==> src/rtl/pipeline_pkg.sv <==
// Shared definitions for the decoded-control pipeline: stage numbering,
// default widths and the layout of one in-flight entry.
package pipeline_pkg;

  // Stage numbering for the default three-stage pipe.
  localparam int STG_EXEC = 0;
  localparam int STG_MEM  = 1;
  localparam int STG_WB   = 2;

  // Default widths.
  localparam int DEF_NUM_STAGES = 3;
  localparam int DEF_CTRL_W     = 41;
  localparam int DEF_RES_W      = 16;
  localparam int DEF_REG_IDX_W  = 3;

  // One in-flight instruction at the default widths. The top declares the
  // same layout with its own parameter widths so it can be resized.
  typedef struct packed {
    logic                      valid;
    logic                      wr;
    logic                      rdy;
    logic [DEF_REG_IDX_W-1:0]  dst;
    logic [DEF_RES_W-1:0]      res;
    logic [DEF_CTRL_W-1:0]     ctrl;
  } pipe_entry_t;

endpackage

==> src/rtl/pipe_fwd_select.sv <==
// Per-source forwarding matcher: finds the youngest in-flight writer of the
// requested register and reports its result or that it is still pending.
module pipe_fwd_select
  import pipeline_pkg::*;
#(
  parameter int NUM_STAGES = DEF_NUM_STAGES,
  parameter int RES_W      = DEF_RES_W,
  parameter int REG_IDX_W  = DEF_REG_IDX_W
) (
  input  logic [NUM_STAGES-1:0]                valid,
  input  logic [NUM_STAGES-1:0]                wr,
  input  logic [NUM_STAGES-1:0]                rdy,
  input  logic [NUM_STAGES-1:0]                flush,
  input  logic [NUM_STAGES-1:0][REG_IDX_W-1:0] dst,
  input  logic [NUM_STAGES-1:0][RES_W-1:0]     res,
  input  logic [REG_IDX_W-1:0]                 src,
  output logic                                 hit,
  output logic [RES_W-1:0]                     data,
  output logic                                 pending
);

  logic found;

  // Priority scan from the youngest stage; the first match shadows older ones.
  always_comb begin
    // NOTE: every combinational output gets a default first, so no path
    // through the block can leave a value held (which would infer a latch).
    found   = 1'b0;
    hit     = 1'b0;
    data    = '0;
    pending = 1'b0;
    for (int k = 0; k < NUM_STAGES; k++) begin
      if (!found && valid[k] && wr[k] && !flush[k] && (dst[k] == src)) begin
        found   = 1'b1;
        hit     = rdy[k];
        pending = !rdy[k];
        data    = rdy[k] ? res[k] : '0;
      end
    end
  end

endmodule

==> src/rtl/pipeline_ctrl_shift.sv <==
// Decoded-control shift pipeline: carries one control word per instruction
// from execute to writeback, with per-stage flush, stall bubbles, result
// capture, writeback and operand forwarding / hazard detection.
// Optional PIPE_PERF_CNT_EN adds saturating bubble and flush counters.
// NUM_STAGES must be at least 2.
module pipeline_ctrl_shift
  import pipeline_pkg::*;
#(
  parameter int NUM_STAGES = DEF_NUM_STAGES,
  parameter int CTRL_W     = DEF_CTRL_W,
  parameter int RES_W      = DEF_RES_W,
  parameter int REG_IDX_W  = DEF_REG_IDX_W
) (
  input  logic                                 clk,
  input  logic                                 rst,
  input  logic                                 stall_i,
  input  logic                                 in_valid_i,
  input  logic [CTRL_W-1:0]                    in_ctrl_i,
  input  logic                                 in_wr_i,
  input  logic [REG_IDX_W-1:0]                 in_dst_i,
  input  logic [NUM_STAGES-1:0]                flush_i,
  input  logic [NUM_STAGES-1:0]                res_we_i,
  input  logic [NUM_STAGES-1:0][RES_W-1:0]     res_i,
  input  logic [REG_IDX_W-1:0]                 src_a_i,
  input  logic [REG_IDX_W-1:0]                 src_b_i,
  output logic [NUM_STAGES-1:0]                stg_valid_o,
  output logic [NUM_STAGES-1:0][CTRL_W-1:0]    stg_ctrl_o,
  output logic [NUM_STAGES-1:0][REG_IDX_W-1:0] stg_dst_o,
  output logic [NUM_STAGES-1:0][RES_W-1:0]     stg_res_o,
  output logic                                 fwd_hit_a_o,
  output logic                                 fwd_hit_b_o,
  output logic [RES_W-1:0]                     fwd_data_a_o,
  output logic [RES_W-1:0]                     fwd_data_b_o,
  output logic                                 hazard_o,
  output logic                                 wb_valid_o,
  output logic [REG_IDX_W-1:0]                 wb_dst_o,
  output logic [RES_W-1:0]                     wb_data_o
`ifdef PIPE_PERF_CNT_EN
  ,
  output logic [31:0]                          bubble_cnt_o,
  output logic [31:0]                          flush_cnt_o
`endif
);

  localparam int LAST = NUM_STAGES - 1;

  typedef struct packed {
    logic                  valid;
    logic                  wr;
    logic                  rdy;
    logic [REG_IDX_W-1:0]  dst;
    logic [RES_W-1:0]      res;
    logic [CTRL_W-1:0]     ctrl;
  } entry_t;

  entry_t [NUM_STAGES-1:0] pipe_q;
  entry_t [NUM_STAGES-1:0] pipe_d;

  logic [NUM_STAGES-1:0] stg_wr;
  logic [NUM_STAGES-1:0] stg_rdy;
  logic                  load_bubble;
  logic                  pend_a;
  logic                  pend_b;

  assign load_bubble = !(in_valid_i && !stall_i);

  // Next pipe contents: load or bubble into execute, shift the rest down,
  // killing flushed entries and folding in results captured this cycle.
  always_comb begin
    pipe_d = '0;
    if (!load_bubble) begin
      pipe_d[STG_EXEC].valid = 1'b1;
      pipe_d[STG_EXEC].wr    = in_wr_i;
      pipe_d[STG_EXEC].dst   = in_dst_i;
      pipe_d[STG_EXEC].ctrl  = in_ctrl_i;
    end
    for (int k = 0; k < LAST; k++) begin
      if (!flush_i[k]) begin
        pipe_d[k+1] = pipe_q[k];
        if (res_we_i[k] && pipe_q[k].valid) begin
          pipe_d[k+1].res = res_i[k];
          pipe_d[k+1].rdy = 1'b1;
        end
      end
    end
  end

  // Pipe register: advances every cycle, cleared as a whole on reset.
  always_ff @(posedge clk) begin
    // NOTE: sequential state uses non-blocking assignments so every stage
    // samples the pre-edge value of its neighbour and the shift is race-free.
    // The entries are few and their valid bits must start clean, so the
    // whole pipe is reset rather than only the valid bits.
    if (rst) pipe_q <= '0;
    else     pipe_q <= pipe_d;
  end

  // Per-stage views of the pipe for the outputs and the forwarding matchers.
  always_comb begin
    for (int k = 0; k < NUM_STAGES; k++) begin
      stg_valid_o[k] = pipe_q[k].valid;
      stg_ctrl_o[k]  = pipe_q[k].valid ? pipe_q[k].ctrl : '0;
      stg_dst_o[k]   = pipe_q[k].dst;
      stg_res_o[k]   = pipe_q[k].res;
      stg_wr[k]      = pipe_q[k].wr;
      stg_rdy[k]     = pipe_q[k].rdy;
    end
  end

  // Writeback from the last stage; a same-cycle result bypasses the stored one.
  always_comb begin
    wb_valid_o = pipe_q[LAST].valid && pipe_q[LAST].wr && !flush_i[LAST];
    wb_dst_o   = pipe_q[LAST].dst;
    wb_data_o  = (res_we_i[LAST] && pipe_q[LAST].valid) ? res_i[LAST]
                                                        : pipe_q[LAST].res;
  end

  pipe_fwd_select #(
    .NUM_STAGES (NUM_STAGES),
    .RES_W      (RES_W),
    .REG_IDX_W  (REG_IDX_W)
  ) u_fwd_a (
    .valid   (stg_valid_o),
    .wr      (stg_wr),
    .rdy     (stg_rdy),
    .flush   (flush_i),
    .dst     (stg_dst_o),
    .res     (stg_res_o),
    .src     (src_a_i),
    .hit     (fwd_hit_a_o),
    .data    (fwd_data_a_o),
    .pending (pend_a)
  );

  pipe_fwd_select #(
    .NUM_STAGES (NUM_STAGES),
    .RES_W      (RES_W),
    .REG_IDX_W  (REG_IDX_W)
  ) u_fwd_b (
    .valid   (stg_valid_o),
    .wr      (stg_wr),
    .rdy     (stg_rdy),
    .flush   (flush_i),
    .dst     (stg_dst_o),
    .res     (stg_res_o),
    .src     (src_b_i),
    .hit     (fwd_hit_b_o),
    .data    (fwd_data_b_o),
    .pending (pend_b)
  );

  assign hazard_o = pend_a || pend_b;

`ifdef PIPE_PERF_CNT_EN
  logic [31:0] flush_inc;
  logic [32:0] flush_sum;

  // Number of live entries killed this cycle and the widened running total.
  always_comb begin
    flush_inc = '0;
    for (int k = 0; k < NUM_STAGES; k++) begin
      flush_inc = flush_inc + 32'(flush_i[k] && pipe_q[k].valid);
    end
    flush_sum = {1'b0, flush_cnt_o} + {1'b0, flush_inc};
  end

  // Saturating performance counters.
  always_ff @(posedge clk) begin
    if (rst) begin
      bubble_cnt_o <= '0;
      flush_cnt_o  <= '0;
    end else begin
      if (load_bubble && (bubble_cnt_o != '1)) bubble_cnt_o <= bubble_cnt_o + 32'd1;
      flush_cnt_o <= flush_sum[32] ? '1 : flush_sum[31:0];
    end
  end
`else
  // Performance counters not built.
`endif

endmodule

==> config.mk <==
export PLATFORM = sky130hd
export DESIGN_NAME = pipeline_ctrl_shift
export DESIGN_NICKNAME = d
export VERILOG_FILES = /design/src/rtl/pipeline_pkg.sv /design/src/rtl/pipe_fwd_select.sv /design/src/rtl/pipeline_ctrl_shift.sv
export SDC_FILE = /design/constraint.sdc
export NUM_CORES = 1
export LEC_CHECK = 0
export CAP_MARGIN = 20
export CORE_AREA = 2 2 134 136
export CTS_CLUSTER_SIZE = 8
export DETAILED_ROUTE_END_ITERATION = 8
export DIE_AREA = 0 0 136 138
export MAX_ROUTING_LAYER = met4
export PLACE_DENSITY = 0.81
export SYNTH_ARGS = -nofsm -noshare
export SYNTH_HDL_FRONTEND = slang
export SYNTH_SLANG_ARGS = --single-unit
==> constraint.sdc <==
create_clock -name clk -period 3.9 [get_ports clk]
set_input_delay 0.78 -clock clk [delete_from_list [all_inputs] [get_ports clk]]
set_output_delay 0.78 -clock clk [all_outputs]
set_load 0.02 [all_outputs]
# Yosys cells after proc, flatten, opt, wreduce, memory -nomap -nowiden
# Index checks and enable logic that the tools add are counted.
# op_classes
n_eq_ne	6
muxes	34
bitwise_logic	1
n_reduce_logical	41
# ops
op	n
$mux W16	12
$mux W41	3
$logic_and A1 B1 Y1	26
$eq A3 B3 Y1	6
$mux W1	18
$logic_not A1 Y1	11
$reduce_or A2 Y1	3
$mux W2	1
$logic_or A1 B1 Y1	1
$not A1 Y1	1
# totals
reg_bits	189
inputBits	109
output_inout_bits	238
elab_cells	100

# Depth between registers and ports, before layout
# logic_depth
depth_word	17
depth_mapped	6
mapped_depth_nobuf	4

# Hierarchy
# From an unflattened synthesis, not the netlist that was laid out.
# unflattened
cells_unflattened	779
hier_area_um2	7618.6
# by_module_without_submodules
mod	n_inst	cells_each	area_each_um2	seq_area_each_um2
pipeline_ctrl_shift	1	623	6507.5	3443.3
pipe_fwd_select	2	78	555.5	0.0

# Worst setup path after synthesis
# Ideal clock, no wire load.
# synth_timing
path_type	input port to output port
start	in src_b_i[1]
end	out fwd_data_b_o[10]
arrival_time_ns	2.189
required_ns	3.120
slack_ns	0.931
stages	6
n_path_buf	2
path_cell_list	xor2_1 > or4_4 > and4bb_1 > buf_6 > buf_12 > a22o_1
# synth_via
elab_chain_len	15
elab_cells_between_ends	19
classes_between	3 x eq/ne; 5 x mux; 11 x reduce/logical
# synth_lines
element	line_no	source
from (decl)	pipeline_ctrl_shift.sv:25	input logic [REG_IDX_W-1:0] src_b_i,
$eq A3 B3 Y1	pipe_fwd_select.sv:33	if (!found && valid[k] && wr[k] && !flush[k] && (dst[k] == src)) begin
$logic_and A1 B1 Y1	pipe_fwd_select.sv:33	
$mux W1	pipe_fwd_select.sv:33	
$logic_not A1 Y1	pipe_fwd_select.sv:33	
$logic_and A1 B1 Y1 (4 in a row)	pipe_fwd_select.sv:33	
$mux W1	pipe_fwd_select.sv:33	
$logic_not A1 Y1	pipe_fwd_select.sv:33	
$logic_and A1 B1 Y1 (4 in a row)	pipe_fwd_select.sv:33	
$mux W16 (*)	pipe_fwd_select.sv:33	
to (decl)	pipeline_ctrl_shift.sv:33	output logic [RES_W-1:0] fwd_data_b_o,
# Mark *: on every way between the ends. The rest lies on a longest branch, timed or not.

# Final worst setup path
# layout_timing
start	in flush_i[2]
end	out fwd_hit_a_o
# layout_via
elab_chain_len	4
# layout_lines
element	line_no	source
from (decl)	pipeline_ctrl_shift.sv:21	input logic [NUM_STAGES-1:0] flush_i,
$logic_not A1 Y1	pipe_fwd_select.sv:33	
$logic_and A1 B1 Y1 (2 in a row)	pipe_fwd_select.sv:33	
$mux W1	pipe_fwd_select.sv:33	
to (decl)	pipeline_ctrl_shift.sv:30	output logic fwd_hit_a_o,
# Every way passes these cells.

==> metrics.log <==
INFO  metric placementRows = 49
INFO  metric hold_buffers = 0
INFO  metric via_density_per_instance = between 4 and 5
INFO  metric drt_wl_total = between 15 and 20 mm
INFO  metric synth_largest_area_cell = dfxtp_1
INFO  metric p_switching = between 800 and 900 uW
INFO  metric layout_worst_path_cycle_share = a little under 100%
INFO  metric yosys_most_used_dff = dfxtp_1
INFO  metric route.detailed.drc = 0
INFO  metric port_buffers = 330
INFO  metric post_route_cells_drive_above_1_share = under 10%
INFO  metric synth.avg_cell_area = about 9.8 um2
INFO  metric gr-total-overflow = 0
INFO  metric p_int = about 2.8 mW
INFO  metric place_worst_setup_slack = -0.120 ns
INFO  metric slew_headroom = 41.1%
INFO  metric synth_edf_count = 0
INFO  metric yosysWarnings = 0
INFO  metric n_fill_cell = 1526
INFO  metric fin_skew = 0.00988 ns
INFO  metric grt_usage = 21.0%
INFO  metric worstSetupPathType = input pin to output pin
INFO  metric placedInstanceArea = about 10000 um2
INFO  metric clk_transition_reported_paths = 0.06 ns
INFO  metric cts_tree = yes
INFO  metric power_leakage = approximately 4.5 nW
INFO  metric power_density = 348 nW/um2
INFO  metric cts_htree_levels = 4
INFO  metric cts_root_buf = clkbuf_16
INFO  metric power.clock.fraction = between 40% and 50%
INFO  metric timing.critical_path.required = ~3.1 ns
INFO  metric wire_length_of_the_first_global_routing_pass = between 20 and 30 mm
INFO  metric dieHeight = 138 um
INFO  metric max-clock-path-buffers = 2
INFO  metric timing.critical_path.slowest_cell_delay = 0.59 ns
INFO  metric critical-path-slowest-cell = clkdlybuf4s50_1
INFO  metric first_global_vias = ~5300
INFO  metric effective_utilization_at_floorplan = 39.1%
INFO  metric dr.pass1.iters = 4
INFO  metric synth_seq_cells = 172
INFO  metric fin_crit = ~3.8 ns
INFO  metric max_freq = 262 MHz
INFO  metric rsz0062_at_grt = no
INFO  metric netlist_area = between 6000 and 7000 um2
INFO  metric coreArea = 17500 um2
INFO  metric hpwl = roughly 15 mm
INFO  metric netlist_top_cells_area = dfxtp_1, and2_1, buf_4
INFO  metric cap_violations = 0
INFO  metric worst_setup_path_end_kind = output pin
INFO  metric synthArstFlopShare = 0%
INFO  metric final-max-slew-violation-count = 0
INFO  metric count_of_cell_types_in_the_netlist = 30
INFO  metric detail-route-antenna-nets = 0
INFO  metric place.gp.congestion = between 0.8 and 0.9
INFO  metric setup.worst_path.start_class = input pin
INFO  metric largest_net_degree_at_the_start_of_global_routing = 47
INFO  metric final_nets = around 1100
INFO  metric num_io_pins = roughly 350
INFO  metric initialDrtViolationCount = 167
INFO  metric power.share.combinational = under 10%
INFO  metric tightest_slew = slightly below 0.9 ns
INFO  metric pwr-share-seq = roughly half
INFO  metric finish.utilization = about 60%
INFO  metric worst_hold_path_type = register to register
INFO  metric grt_antenna_before_repair = 1
INFO  metric final.setup.tns = 0 ns
INFO  metric worstPathMaxFanout = 17
INFO  metric path_common_cell = clkdlybuf4s50_1
INFO  metric final_design_area_no_fill = approximately 11000 um2
INFO  metric hold_ws = between 0.4 and 0.5 ns
INFO  metric status = complete, no violations
INFO  metric timing.final.setup_violations = 0
INFO  metric final.setup.worst_slack = between 0.08 and 0.09 ns
INFO  metric drt-wirelength-per-cell = 16.0 um
INFO  metric critPathArrivalTime = about 3.0 ns
INFO  metric critical_path_cell_by_cell = clkdlybuf4s50_1 > nand3b_1 > nor4_2 > and4_1 > buf_12 > or2_2 > clkdlybuf4s50_1
INFO  metric clock-sinks = roughly 170
INFO  metric synth-seq-area-share = 50.3%
INFO  metric die_area = 18800 um2
INFO  metric clk-insertion-delay-late = about 0.43 ns
INFO  metric total_vias_in_the_final_route = ~5500
INFO  metric cts_bufs_inserted = 17
INFO  metric syn_to_final_growth = 54.9%
INFO  metric vdd.ir_drop.worst = 0.000296 V
INFO  metric yosysTopAreaCellShare = 50.3%
INFO  metric timing.final.hold_violations = 0
INFO  metric die_x = around 140 um
INFO  metric power.switching_fraction = a little under a quarter
INFO  metric synthCells = 697
sequential cells by signal (all words and copies together), names as in the netlist:
register,cells
stg_dst_o,6
pipe_q,128
wb_dst_o,3
stg_valid_o,3
stg_res_o,32
worst paths after layout:
check	startpoint	end	slack [ns]	depth (start not counted)
max	flush_i[2]	fwd_hit_a_o	0.09	7
min	pipe_q[88]$_SDFF_PP0_	pipe_q[151]$_SDFF_PP0_	0.44	1
max reg2reg	stg_valid_o[1]$_SDFF_PP0_	stg_res_o[34]$_SDFF_PP0_	2.16	4
min reg2reg	pipe_q[88]$_SDFF_PP0_	pipe_q[151]$_SDFF_PP0_	0.44	1
placed cells by master, fill, tap and decap left out, types with 5 or more instances in the layout:
| cell | count |
|---|---|
| a21oi_1 | 16 |
| dlymetal6s2s_1 | 17 |
| and2_1 | 277 |
| clkdlybuf4s50_1 | 294 |
| nand2_1 | 34 |
| dfxtp_1 | 172 |
| xnor2_1 | 12 |
| xor2_1 | 6 |
| buf_4 | 12 |
| conb_1 | 16 |
| mux2_2 | 16 |
| clkbuf_2 | 15 |
| buf_12 | 5 |
| clkbuf_16 | 17 |
| a22o_1 | 32 |
kinds of logic after synthesis:
| logic type | Yosys count | share of synthesized area (%) |
|---|---|---|
| and+or+nand+nor | 334 | 29.5 |
| DFF | 172 | 50.3 |
| buffers and inverters | 105 | 9.63 |
| AOI/OAI and AO/OA | 51 | 5.63 |
| xor gates and xnor gates | 18 | 2.30 |
| muxes | 16 | 2.63 |
| other | 1 | 0.0547 |
per-stage QoR:
stage	std cells	power (mW)
finish	1215	3.69
global route	1215	3.83
CTS	1214	3.73
detailed placement	1181	2.04
global placement	1181	2.04
floorplan	712	1.91
worst max-delay path, delay by kind of cell:
kind	cells	cell delay [ns]
AND/OR/NAND/NOR	4	0.99
buffers and inverters	3	1.26
layer usage:
| metal | share of wire [%] | wire length (um) | track usage, % | vias up |
|---|---|---|---|---|
| met4 | 4.4 | 862 | 10.1 | 0 |
| li1 | - | - | - | 2684 |
| met3 | 9.1 | 1770 | 7.66 | 47 |
| met5 | 0 | 0 | - | - |
| met2 | 49 | 9630 | 35.5 | 233 |
| met1 | 37 | 7210 | 21.3 | 2497 |
Yosys cell counts (2+ instances only):
cell type  instances
xnor2_1           12
and3b_1            2
nand2_1           34
clkbuf_1          34
dfxtp_1          172
a21oi_1           16
a22o_1            32
buf_4             63
and2_1           277
and4_1             3
buf_2              4
nand4_1            3
xor2_1             6
mux2_2            16
nor2_1             4
and3_1             3
or2_2              3
power by group through the flow:
stage	sequential, mW	combinational, mW	clock [mW]
global placement	1.83	0.215	0
finish	1.79	0.214	1.69
floorplan	1.82	0.0869	0
global route	1.79	0.232	1.81
detailed placement	1.83	0.216	0
CTS	1.79	0.218	1.72
final cells by class:
| class | instances | area, um2 | area share, % |
|---|---|---|---|
| diodes | 1 | 2.50 | 0.0236 |
| clock buffers | 17 | 425 | 4.01 |
| clock inverters | 15 | 178 | 1.67 |
| inverters | 1 | 3.75 | 0.0354 |
| multi-input cells | 435 | 2830 | 26.7 |
| flip-flops and latches | 172 | 3440 | 32.5 |
| well taps | 229 | 287 | 2.70 |
| repair buffers | 345 | 3440 | 32.4 |
what timing repair did:
| action | 4_1_cts | 5_1_grt |
|---|---|---|
| setup buffers | 1 | 0 |
| endpoints found under the setup margin | 34 | 34 |
| gates resized for setup | 18 | 49 |
(Power assumes the default switching activity.)
